`config.mk`:
```
export PLATFORM = sky130hd
export DESIGN_NAME = posit_multiplier_16
export DESIGN_NICKNAME = d
export VERILOG_FILES = /design/src/rtl/posit_pkg.sv /design/src/rtl/posit_decode_16.sv /design/src/rtl/posit_multiplier_16.sv
export SDC_FILE = /design/constraint.sdc
export NUM_CORES = 1
export LEC_CHECK = 0
export CAP_MARGIN = 25
export CORE_MARGIN = 2
export CORE_UTILIZATION = 58
export CTS_BUF_LIST = sky130_fd_sc_hd__clkbuf_2 sky130_fd_sc_hd__clkbuf_4 sky130_fd_sc_hd__clkbuf_8
export CTS_CLUSTER_SIZE = 25
export DETAILED_ROUTE_END_ITERATION = 6
export GPL_TIMING_DRIVEN = 0
export PLACE_DENSITY_LB_ADDON = 0.12
export SLEW_MARGIN = 30
export SYNTH_ARGS = -nofsm -noshare
export SYNTH_HDL_FRONTEND = slang
export SYNTH_SLANG_ARGS = --single-unit
export TNS_END_PERCENT = 1
```
`constraint.sdc`:
```
create_clock -name clk -period 13.15 [get_ports clk]
set_clock_uncertainty 0.1 [all_clocks]
set_input_delay 2.63 -clock clk [delete_from_list [all_inputs] [get_ports clk]]
set_output_delay 2.63 -clock clk [all_outputs]
set_load 0.05 [all_outputs]
```
`src/rtl/posit_pkg.sv`:
```
// posit_pkg: shared constants and stage bundles for the posit<16,1>
// arithmetic cluster (decoded operand, decoded pair, normalised product).
package posit_pkg;

   localparam int N  = 16;
   localparam int ES = 1;
   localparam int FW = 12;
   localparam int PW = 25;

   localparam logic [N-1:0] NAR    = 16'h8000;
   localparam logic [N-1:0] ZERO   = 16'h0000;
   localparam logic [N-1:0] MAXPOS = 16'h7FFF;
   localparam logic [N-1:0] MINPOS = 16'h0001;

   typedef struct packed {
      logic              sign;
      logic              is_zero;
      logic              is_nar;
      logic signed [6:0] scale;
      logic [FW:0]       frac;
   } posit_dec_t;

   typedef struct packed {
      posit_dec_t a;
      posit_dec_t b;
   } dec_pair_t;

   // frac holds PW bits below the hidden one of a product in [1,2)
   typedef struct packed {
      logic              sign;
      logic              is_nar;
      logic              is_zero;
      logic signed [6:0] scale;
      logic [PW-1:0]     frac;
   } prod_t;

endpackage

```
`src/rtl/posit_decode_16.sv`:
```
// posit_decode_16: combinational posit<16,1> field decoder.
// Ports: p (posit in), d (sign, zero/NaR flags, scale, 1.frac).
module posit_decode_16
   import posit_pkg::*;
(
   input  logic [N-1:0] p,
   output posit_dec_t   d
);

   logic [N-2:0]      v;
   logic              rb;
   logic              done;
   logic [4:0]        run;
   logic [N-4:0]      rest;
   logic signed [6:0] k;
   logic              e;

   always_comb begin
      v    = p[N-1] ? (~p[N-2:0] + 15'd1) : p[N-2:0];
      rb   = v[N-2];
      run  = 5'd0;
      done = 1'b0;
      for (int i = N-2; i >= 0; i--) begin
         if (!done) begin
            if (v[i] == rb) run = run + 5'd1;
            else            done = 1'b1;
         end
      end
      if (rb) k = $signed({2'b00, run}) - 7'sd1;
      else    k = 7'sd0 - $signed({2'b00, run});
      // bits 14:13 always belong to regime/terminator, so
      // the rest lines up under a shift of run-1
      rest = v[N-4:0] << (run - 5'd1);
      e    = rest[N-4];

      d.sign    = p[N-1];
      d.is_zero = (p == ZERO);
      d.is_nar  = (p == NAR);
      d.scale   = (k <<< ES) + $signed({6'd0, e});
      d.frac    = {1'b1, rest[N-5:0]};
   end

endmodule

```
`src/rtl/posit_multiplier_16.sv`:
```
// posit_multiplier_16: pipelined posit<16,1> multiplier, operand capture,
// S1 decode, S2 multiply/normalise, S3 round/encode into output register.
// Ports: clk, rst_n (async low), a/b + input_valid/input_ready in,
// r/inf/zero + output_valid/output_ready out. Global stall on a held
// output. POSIT_MUL_RNE_EN selects round-nearest-even, else truncation.
module posit_multiplier_16
   import posit_pkg::*;
(
   input  logic         clk,
   input  logic         rst_n,
   input  logic [N-1:0] a,
   input  logic [N-1:0] b,
   input  logic         input_valid,
   output logic         input_ready,
   output logic [N-1:0] r,
   output logic         output_valid,
   input  logic         output_ready,
   output logic         inf,
   output logic         zero
);

`ifdef POSIT_MUL_RNE_EN
   localparam logic RNE_EN = 1'b1;
`else
   localparam logic RNE_EN = 1'b0;
`endif

   localparam int VW = 2 + 1 + PW + 16;

   logic         stall;
   logic         v0_q, v0_d;
   logic [N-1:0] opa_q, opa_d;
   logic [N-1:0] opb_q, opb_d;
   logic         v1_q, v1_d;
   dec_pair_t    s1_q, s1_d;
   logic         v2_q, v2_d;
   prod_t        s2_q, s2_d;
   logic         ov_q, ov_d;
   logic [N-1:0] r_q, r_d;
   logic         inf_q, inf_d;
   logic         zero_q, zero_d;

   posit_dec_t   dec_a, dec_b;
   prod_t        mul_res;
   logic [25:0]  prod;

   logic signed [4:0] k;
   logic              e;
   logic [VW-1:0]     vec;
   logic [N-2:0]      mag, mag_r;
   logic              guard, sticky, rnd;
   logic [N-1:0]      sum, res;
   logic [N-1:0]      enc_r;
   logic              enc_inf, enc_zero;

   posit_decode_16 u_dec_a (.p(opa_q), .d(dec_a));
   posit_decode_16 u_dec_b (.p(opb_q), .d(dec_b));

   assign input_ready  = ~stall;
   assign r            = r_q;
   assign inf          = inf_q;
   assign zero         = zero_q;
   assign output_valid = ov_q;

   // S2: 1.fa x 1.fb lies in [1,4); renormalise into [1,2)
   always_comb begin
      prod = {13'd0, s1_q.a.frac} * {13'd0, s1_q.b.frac};
      mul_res.sign    = s1_q.a.sign ^ s1_q.b.sign;
      mul_res.is_nar  = s1_q.a.is_nar | s1_q.b.is_nar;
      mul_res.is_zero = ~mul_res.is_nar
                      & (s1_q.a.is_zero | s1_q.b.is_zero);
      mul_res.scale   = s1_q.a.scale + s1_q.b.scale
                      + {6'd0, prod[25]};
      mul_res.frac    = prod[25] ? prod[24:0]
                                 : {prod[23:0], 1'b0};
   end

   // S3: regime is built by sign-extending "10" (k>=0) or
   // zero-extending "01" (k<0) over the exponent and fraction
   always_comb begin
      k = s2_q.scale[5:1];
      e = s2_q.scale[0];
      if (!k[4])
         vec = VW'($signed({2'b10, e, s2_q.frac, 16'd0}) >>> k[3:0]);
      else
         vec = {2'b01, e, s2_q.frac, 16'd0} >> (~k[3:0]);
      mag    = vec[VW-1:VW-15];
      guard  = vec[VW-16];
      sticky = |vec[VW-17:0];
      rnd    = RNE_EN & guard & (sticky | mag[0]);
      sum    = {1'b0, mag} + {15'd0, rnd};
      mag_r  = sum[N-1] ? MAXPOS[N-2:0] : sum[N-2:0];
      if (s2_q.scale > 7'sd28)
         mag_r = MAXPOS[N-2:0];
      else if (s2_q.scale < -7'sd28)
         mag_r = MINPOS[N-2:0];
      else if (mag_r == '0)
         mag_r = MINPOS[N-2:0];
      res = s2_q.sign ? (~{1'b0, mag_r} + 16'd1)
                      : {1'b0, mag_r};

      enc_r    = res;
      enc_inf  = 1'b0;
      enc_zero = 1'b0;
      if (s2_q.is_nar) begin
         enc_r   = NAR;
         enc_inf = 1'b1;
      end else if (s2_q.is_zero) begin
         enc_r    = ZERO;
         enc_zero = 1'b1;
      end
   end

   always_comb begin
      stall  = ov_q & ~output_ready;
      v0_d   = v0_q;
      opa_d  = opa_q;
      opb_d  = opb_q;
      v1_d   = v1_q;
      s1_d   = s1_q;
      v2_d   = v2_q;
      s2_d   = s2_q;
      ov_d   = ov_q;
      r_d    = r_q;
      inf_d  = inf_q;
      zero_d = zero_q;
      if (!stall) begin
         v0_d = input_valid;
         if (input_valid) begin
            opa_d = a;
            opb_d = b;
         end
         v1_d = v0_q;
         if (v0_q) begin
            s1_d.a = dec_a;
            s1_d.b = dec_b;
         end
         v2_d = v1_q;
         if (v1_q) s2_d = mul_res;
         ov_d = v2_q;
         if (v2_q) begin
            r_d    = enc_r;
            inf_d  = enc_inf;
            zero_d = enc_zero;
         end
      end
   end

   always_ff @(posedge clk or negedge rst_n) begin
      if (!rst_n) begin
         v0_q   <= 1'b0;
         opa_q  <= '0;
         opb_q  <= '0;
         v1_q   <= 1'b0;
         s1_q   <= '0;
         v2_q   <= 1'b0;
         s2_q   <= '0;
         ov_q   <= 1'b0;
         r_q    <= '0;
         inf_q  <= 1'b0;
         zero_q <= 1'b0;
      end else begin
         v0_q   <= v0_d;
         opa_q  <= opa_d;
         opb_q  <= opb_d;
         v1_q   <= v1_d;
         s1_q   <= s1_d;
         v2_q   <= v2_d;
         s2_q   <= s2_d;
         ov_q   <= ov_d;
         r_q    <= r_d;
         inf_q  <= inf_d;
         zero_q <= zero_d;
      end
   end

endmodule

```
==> results.yml <==
run_status:
  status: "finished clean"
route:
  drtIter0Drc: 1055
  wl_per_cell_um: 17.4
  ant_nets: 0
  totalWireLength_mm: 42.1
  vias: 14400
  avgViaCountPerCell: 5.95
  dr.pass1.iters: 5
  drc: 0
timing:
  hold_violations: 0
  fin_crit_ns: 11.15
  drv_slew: 0
  setup_viol: 0
  setup_ws_ns: 2.00
  tightest_slew_ns: 0.957
  post-route-period-util_pct: 84.8
  rsz0062_at_grt: "false"
  hold_ws_ns: 0.387
  max_freq_ghz: 0.0897
  relSlewSlack_pct: 35.6
  timing.setup.tns_ns: 0
synthesis:
  synth_compound_area_share_pct: 15.8
  syn_area_per_cell_um2: 8.42
  synth-seq-cells: 121
  netlist_top_cells_count: "308 x nand2_1, 172 x inv_1, 122 x fa_1, 121 x dfrtp_1, 110 x o21ai_0"
  synth-xor-area-share_pct: 5.80
  synth_warnings: 0
  synthSimpleGateAreaFrac_pct: 20.0
  synth_area_leaders: "dfrtp_1 18%, fa_1 15%, ha_1 7.4%"
  syn_inst: 1957
  async_reset_ff_share_pct: 100
  yosysSeqAreaShare_pct: 18.4
  muxShareOfSynthArea_pct: 11.0
  syn_nets: 2212
  synthFlopType: "dfrtp_1"
  synth_top_family_by_area: "adder cells"
  synth-edff-count: 0
  synth_most_common_cell: "nand2_1"
  post_synth_num_cell_types: 96
  synth_area_um2: 16500
  synthAdderAreaFrac_pct: 22.3
  netlist.area_leader.share_pct: 18.4
  yosysTopAreaCell: "dfrtp_1"
worst_setup_path:
  slowest_delay_ns: 0.61
  worstSetupEndpointType: "register"
  start_kind: "register"
  cp_max_fo: 10
  critPathArrivalTime_ns: 11.40
  cpMostUsedCell: "ha_1"
  critPathSlowestCell: "nor4_2"
  cp_data_required_time_ns: 13.41
  crit_type: "register to register"
floorplan:
  row_count: 61
  fp.dieArea_um2: 29800
  fp.coreArea_um2: 27900
  initial_utilization_pct: 59.1
  dieHeight_um: 173
  die-width_um: 173
  io_pins: 56
clock_network:
  post-cts-setup-buffer-count: 0
  cts.hold.buffers_added: 0
  insertion_delay_ns: 0.45
  cts_sinks: 121
  ctsHtreeMaxLevel: 4
  ctsResizeCount: 0
  clockBufferDepth: 2
  clkTransAtPathRegs_ns: 0.08
  cts-root-buf: "clkbuf_8"
  cts_made_buffers: 17
  cts_tree: "done"
global_routing:
  grt_pass1_vias: 14200
  grtUsageMet1_pct: 40.5
  gr-max-usage-layer: "met2"
  grt_usage_pct: 28.9
  met3_usage_pct: 3.60
  grt-ovfl-total: 0
  grt_pass1_wl_mm: 71.3
  grt_max_degree: 91
  use_met2_pct: 47.6
  antenna_found_initial: 0
final_layout:
  drive_above_1_share_pct: 8.32
  design_area_um2: 17900
  num_antenna_cells: 0
  synthToLayoutAreaGrowth_pct: 8.86
  nets: 2287
placement:
  port_buffers: 55
  dp_hpwl_mm: 33.9
  pre_cts_slack_ns: 2.14
  place.gp.congestion: 0.898
  dpl_cell_area_um2: 17500
hold_path:
  hp-class: "register to register"
job:
  maxCapViolations: 0
## layer usage
layer,part of all wire [%],up-vias
met5,0,-
met4,2.1,0
met3,4.9,58
met2,48,415
met1,45,7033
li1,-,6894
## logic make-up (layout without fill, tap and decap cells)
kind of cell,Yosys count,count (layout)
AO/OA/AOI/OAI,389,389
XOR/XNOR,104,104
adder cells (fa/ha/maj),221,221
buffers and inverters,283,370
flip-flops,121,121
multiplexers,153,153
AND/OR/NAND/NOR,686,686
## cells in the final DEF, fill, tap and decap left out, types with 16 or more instances in the layout
cell type	n
a21o_1	17
o21ai_0	110
nor2_1	102
fa_1	122
nand2b_1	23
nand3_1	32
ha_1	97
nor3_1	24
inv_1	172
dfrtp_1	121
mux4_2	16
and2_1	70
clkdlybuf4s50_1	54
mux2i_1	79
a21oi_1	81
mux2_2	58
clkbuf_8	18
xor2_1	26
clkbuf_1	78
xnor2_1	72
nor4_1	18
nand2_1	308
## registers in the layout, indices dropped and copies added (netlist names)
signal	flops
s1_q	45
v0_q	1
e	1
k	5
v2_q	1
zero	1
s2_q	16
opb_q	16
output_valid	1
inf	1
v1_q	1
r	16
opa_q	16
## through the flow
step	instances	util [%]
floorplan	1957	-
global placement	2390	62.8
detailed placement	2391	62.9
CTS	2422	64.3
global route	2422	64.4
finish	2422	64.4
## worst max-delay path, delay by kind of cell (launching register included)
kind	cells	cell delay (ns)
flip-flops	1	0.48
buffers and inverters	4	0.82
adder cells (fa/ha/maj)	12	3.67
multiplexers	6	0.92
AO/OA/AOI/OAI	10	2.46
AND/OR/NAND/NOR	12	2.01
XOR/XNOR	2	0.59
## final cells by class
| cell class | instances | area, um^2 |
|---|---|---|
| Clock buffer | 18 | 248 |
| Sequential cell | 121 | 3030 |
| Timing Repair Buffer | 56 | 583 |
| Inverter | 177 | 664 |
| Clock inverter | 13 | 148 |
| Buffer | 106 | 442 |
| Tap cell | 378 | 473 |
| Fill cell | 2468 | 9930 |
| Multi-Input combinational cell | 1553 | 12300 |
## final timing paths
kind | end | depth (start not counted) | slack (ns) | start
max in group asynchronous | opb_q[3]$_DFFE_PN0P_ | 2 | 10.28 | rst_n
min in group asynchronous | s2_q[16]$_DFFE_PN0P_ | 1 | 1.94 | rst_n
hold reg to reg | s1_q[21]$_DFFE_PN0P_ | 2 | 0.39 | s1_q[21]$_DFFE_PN0P_
setup / recovery | s1_q[28]$_DFFE_PN0P_ | 46 | 2.00 | opa_q[0]$_DFFE_PN0P_
setup reg to reg | s1_q[28]$_DFFE_PN0P_ | 46 | 2.00 | opa_q[0]$_DFFE_PN0P_
hold / removal | s1_q[21]$_DFFE_PN0P_ | 2 | 0.39 | s1_q[21]$_DFFE_PN0P_
Power is left out: the tool's default activity adds up to more than one toggle a clock period on the data nets, which glitch-free logic cannot reach.
